[src/rtl/serial_priority_encoder_pkg.sv]
`default_nettype none
// ============================================================================
// Module      : serial_priority_encoder_pkg
// Description : Shared widths, FSM state encoding and bit-count helper for the
//               serial priority encoder.
// Revision    : 1.0 - initial release
// ============================================================================
package serial_priority_encoder_pkg;

  localparam int VEC_W = 32;
  localparam int IDX_W = 5;

  typedef enum logic [0:0] {
    IDLE = 1'b0,
    SCAN = 1'b1
  } state_t;

  // True when exactly one bit of v is set.
  function automatic logic is_onehot(input logic [VEC_W-1:0] v);
    return (v != '0) && ((v & (v - VEC_W'(1))) == '0);
  endfunction

endpackage
`default_nettype wire

[src/rtl/priority_encoder_32.sv]
`default_nettype none
// ============================================================================
// Module      : priority_encoder_32
// Description : Combinational 32-bit priority encoder; returns the index of the
//               lowest (msb_first_i=0) or highest (msb_first_i=1) set bit.
// Revision    : 1.0 - initial release
// ============================================================================
module priority_encoder_32
  import serial_priority_encoder_pkg::*;
(
  input  logic [VEC_W-1:0] vec_i,
  input  logic             msb_first_i,
  output logic [IDX_W-1:0] idx_o
);

  // Later loop iterations overwrite earlier ones, so the scan direction
  // decides which set bit wins. An all-zero vector yields index 0.
  always_comb begin
    idx_o = '0;
    if (msb_first_i) begin
      for (int i = 0; i < VEC_W; i++) begin
        if (vec_i[i]) idx_o = IDX_W'(i);
      end
    end else begin
      for (int i = VEC_W - 1; i >= 0; i--) begin
        if (vec_i[i]) idx_o = IDX_W'(i);
      end
    end
  end

endmodule
`default_nettype wire

[src/rtl/serial_priority_encoder.sv]
`default_nettype none
// ============================================================================
// Module      : serial_priority_encoder
// Description : Captures a multi-hot vector and emits the index of each set bit,
//               one per accepted output beat, in a configurable scan order.
// Revision    : 1.0 - initial release
// ============================================================================
module serial_priority_encoder
  import serial_priority_encoder_pkg::*;
#(
  parameter bit MSB_FIRST = 1'b0
) (
  input  logic             clk,
  input  logic             rst_n,
  input  logic             in_valid,
  output logic             in_ready,
  input  logic [VEC_W-1:0] in_vec,
  output logic             out_valid,
  input  logic             out_ready,
  output logic [IDX_W-1:0] out_idx,
  output logic             out_last,
  output logic             busy
);

  state_t             state_q;
  logic [VEC_W-1:0]   pending_q;
  logic [VEC_W-1:0]   pending_d;
  logic [IDX_W-1:0]   out_idx_q;
  logic               out_last_q;
  logic [IDX_W-1:0]   w_next_idx;
  logic               w_in_fire;
  logic               w_out_fire;
  logic [VEC_W-1:0]   w_clr_mask;

  assign in_ready   = rst_n && (state_q == IDLE);
  assign out_valid  = (state_q == SCAN);
  assign busy       = (state_q == SCAN);
  assign out_idx    = out_idx_q;
  assign out_last   = out_last_q;

  assign w_in_fire  = in_valid && (state_q == IDLE);
  assign w_out_fire = out_valid && out_ready;
  assign w_clr_mask = ~(VEC_W'(1) << out_idx_q);

  always_comb begin
    pending_d = pending_q;
    if (w_in_fire) begin
      pending_d = in_vec;
    end else if (w_out_fire) begin
      pending_d = pending_q & w_clr_mask;
    end
  end

  // The index for the next cycle is encoded from the next pending value and
  // registered, so out_idx/out_last come straight from flops.
  priority_encoder_32 u_enc (
    .vec_i       (pending_d),
    .msb_first_i (MSB_FIRST),
    .idx_o       (w_next_idx)
  );

  always_ff @(posedge clk or negedge rst_n) begin
    if (!rst_n) begin
      state_q    <= IDLE;
      pending_q  <= '0;
      out_idx_q  <= '0;
      out_last_q <= 1'b0;
    end else begin
      pending_q  <= pending_d;
      out_idx_q  <= w_next_idx;
      out_last_q <= is_onehot(pending_d);
      case (state_q)
        IDLE: if (w_in_fire && (in_vec != '0)) state_q <= SCAN;
        SCAN: if (w_out_fire && out_last_q)    state_q <= IDLE;
        default: state_q <= IDLE;
      endcase
    end
  end

endmodule
`default_nettype wire

[config.mk]
export PLATFORM = sky130hd
export DESIGN_NAME = serial_priority_encoder
export DESIGN_NICKNAME = d
export VERILOG_FILES = /design/src/rtl/serial_priority_encoder_pkg.sv /design/src/rtl/priority_encoder_32.sv /design/src/rtl/serial_priority_encoder.sv
export SDC_FILE = /design/constraint.sdc
export NUM_CORES = 1
export LEC_CHECK = 0
export CAP_MARGIN = 10
export CORE_MARGIN = 4
export CORE_UTILIZATION = 30
export CTS_CLUSTER_DIAMETER = 50
export DETAILED_ROUTE_END_ITERATION = 16
export GPL_TIMING_DRIVEN = 1
export SYNTH_ARGS = -nofsm -noshare
export SYNTH_HDL_FRONTEND = slang
export SYNTH_SLANG_ARGS = --single-unit
[constraint.sdc]
create_clock -name clk -period 3.6 [get_ports clk]
set_input_delay 0.54 -clock clk [delete_from_list [all_inputs] [get_ports clk]]
set_output_delay 0.54 -clock clk [all_outputs]
set_load 0.03 [all_outputs]
==> metrics.yaml <==
die:
  num_rows: 33
  fp.dieW_um: 99.5
  io_pins: 45
  start_util_pct: 30.7
  die_height_um: 99.5
  dieArea_mm2: 0.00989
  core_area_mm2: 0.00818
detailed_routing:
  drt_iter0_drc: 223
  ant_nets: 0
  drt-vias-per-instance: 5.52
  wl_per_cell_um: 18.2
  routed_wl_um: 9050
  num_vias: 2739
  drcViolationCount: 0
  drtPass1Iterations: 5
finish:
  synthToLayoutAreaGrowth_pct: 36.4
  stdcell_count: 496
  layout-drive-gt1-share_pct: 15.3
  nNetsFinal: 426
  num_antenna_cells: 0
timing:
  whs_ps: 403
  min_period_over_period_pct: 93.0
  worstMarginPinSlew_ps: 641
  finalHoldViolCount: 0
  slew-limit-headroom_pct: 56.9
  tns_ps: 0
  period_needed_ps: 3350
  fmax_mhz: 299
  report.final.setup_viol: 0
  rsz0062_at_grt: "no"
  drv_slew: 0
  finalClockSkew_ps: 9.29
yosys:
  ys.flop_type: "dfrtp_1"
  muxShareOfSynthArea_pct: 0
  ys_types: 55
  yosysWarnings: 0
  synth_top_family_by_area: "simple AND/OR/NAND/NOR gates"
  synthSimpleGateAreaFrac_pct: 28.1
  synth_compound_area_share_pct: 26.6
  netlist_instances: 312
  async_reset_ff_share_pct: 100
  synth_edf_count: 0
  synth.avg_cell_area_um2: 8.04
  yosysSeqAreaShare_pct: 38.9
  syn_nets: 348
  synthAdderAreaFrac_pct: 0.399
  ys_ff_latch: 39
  synth_xor_area_share_pct: 0
  synth_area_mm2: 0.00251
global_route:
  grt_pass1_vias: 2708
  grtUsageTotal_pct: 18.7
  grt_max_degree: 40
  antenna_found_initial: 0
  grt_overflow_total: 0
  grt_first_pass_wirelength_um: 14400
power:
  vdd_drop_max_mv: 0.221
  power_mw: 2.39
  p_leak_nw: 1.43
  powerDensity_mw_per_mm2: 699
critical_path:
  end_kind: "flip-flop"
  cp.arrival_ps: 3540
  slowest_stage: "clkdlybuf4s50_1"
  worstPathRequired_ps: 3800
  cpMostUsedCell: "buf_4"
  crit_path_start: "out_ready"
  cp_cell_sequence: "clkdlybuf4s50_1, buf_4, nand3_2, buf_4, o31ai_1, o21a_1, nand4_1, nor4_4, buf_4, nand2_1, a221oi_1, o2111ai_1, nor4_1"
  worstSetupPathType: "in -> reg"
  worstReg2RegStart: "out_idx[1]$_DFF_PN0_"
  startpoint_type: "input port"
  max_stage_delay_ps: 510
  critPathMaxFanout: 10
clocking:
  htree_levels: 2
  clock_path_buffers: 2
  holdBufCountCts: 0
  cts_buffers: 5
  clk_pin_slew_ps: 80
  cts-root-buf: "clkbuf_8"
  cts_tree: "done"
  clkLatencyLatePin_ps: 290
  cts.sinks: 39
place:
  dp_cells: 488
  dpl.hpwl_um: 7020
  place.gp.congestion: 0.966
  port_buffers: 44
min_path:
  hold_class: "in -> async"
status:
  status: "finished clean"
flow_run:
  drv_cap: 0
==> through the flow <==
step | utilization (%) | instance area (um2) | worst slack [ps]
6_report | 41.9 | 3420 | 251
5_1_grt | 41.9 | 3420 | 13.6
4_1_cts | 41.7 | 3410 | 207
3_5_place_dp | 40.7 | 3330 | -72.1
3_3_place_gp | 40.7 | 3330 | 33.3
2_1_floorplan | - | 2510 | 356
==> registers in the layout (all words and copies together), names as in the netlist <==
signal	count
busy	1
out_idx	5
out_last	1
pending_q	32
==> logic make-up after synthesis <==
| kind of cell | after synthesis |
|---|---|
| buffers and inverters | 36 |
| flip-flops | 39 |
| AND/OR/NAND/NOR | 140 |
| AO/OA/AOI/OAI | 96 |
| adder cells (fa/ha/maj) | 1 |
==> repair_timing <==
action	4_1_cts	5_1_grt
setup endpoints to repair	0	1
gates resized for setup	0	2
buffers inserted	0	0
==> cells in the mapped netlist (3+ instances only) <==
master | instances | share of area [%]
dfrtp_1 | 39 | 39
nor4_1 | 14 | 3.5
a211oi_1 | 7 | 2.1
or2_2 | 3 | 0.75
clkbuf_1 | 8 | 1.2
o21ai_1 | 6 | 1.2
o211ai_1 | 3 | 0.90
o21a_1 | 17 | 5.1
inv_1 | 21 | 3.1
o311ai_0 | 7 | 2.4
a31oi_1 | 3 | 0.75
o21ai_0 | 15 | 3.0
a21oi_1 | 11 | 2.2
o31ai_1 | 7 | 2.1
nand2_1 | 57 | 8.5
nor2_1 | 23 | 3.4
nor3_1 | 14 | 2.8
o2111ai_1 | 3 | 1.0
nand4_1 | 6 | 1.5
nand2b_1 | 3 | 0.75
==> path summary, 6_finish.rpt <==
path                       slack (ps)  cells after the start                      end
hold / removal                    400                      2  pending_q[26]$_DFF_PN0_
setup reg to reg                  400                     11       out_last$_DFF_PN0_
setup / recovery                  250                     13       out_last$_DFF_PN0_
hold reg to reg                   640                      3           busy$_DFF_PN0_
min in group clk                  640                      3           busy$_DFF_PN0_
max in group asynchronous        2840                      2  pending_q[20]$_DFF_PN0_
==> cell usage in the layout, fill, tap and decap left out, drive strengths merged, types with 4 or more instances in the layout <==
cell / count
nand2: 59
clkdlybuf4s50: 43
buf: 42
dfrtp: 39
nor2: 23
inv: 22
o21ai: 21
o21a: 17
nor4: 15
nor3: 14
a21oi: 11
o311ai: 9
o31ai: 7
a211oi: 7
clkbuf: 7
nand4: 6
nand2b: 4
or2: 4
==> report_power, final <==
group	internal [mW]	switching (mW)	total (mW)
sequential	0.587	0.0927	0.680
combinational	0.589	0.832	1.42
clock	0.136	0.156	0.292
==> final cells by class <==
| class | instances | area (um2) |
|---|---|---|
| fill | 825 | 4750 |
| multi-input combinational | 237 | 1400 |
| sequential | 39 | 976 |
| timing repair buffer | 85 | 756 |
| tap | 105 | 131 |
| inverter | 22 | 82.6 |
| clock buffer | 7 | 76.3 |
| clock inverter | 1 | 5.00 |
==> routing by layer <==
layer	wire length, um	up-vias	global-route usage [%]
li1	-	1308	-
met1	3970	1292	25.3
met2	4140	117	29.3
met3	639	22	3.37
met4	298	0	7.98
met5	0	-	0
==> critical path: cells and delay by family <==
family | cells | cell delay [ps]
AO/OA/AOI/OAI | 4 | 830
buffers and inverters | 4 | 1070
AND/OR/NAND/NOR | 5 | 1090
Note: power is estimated with default switching activity, not from simulation.
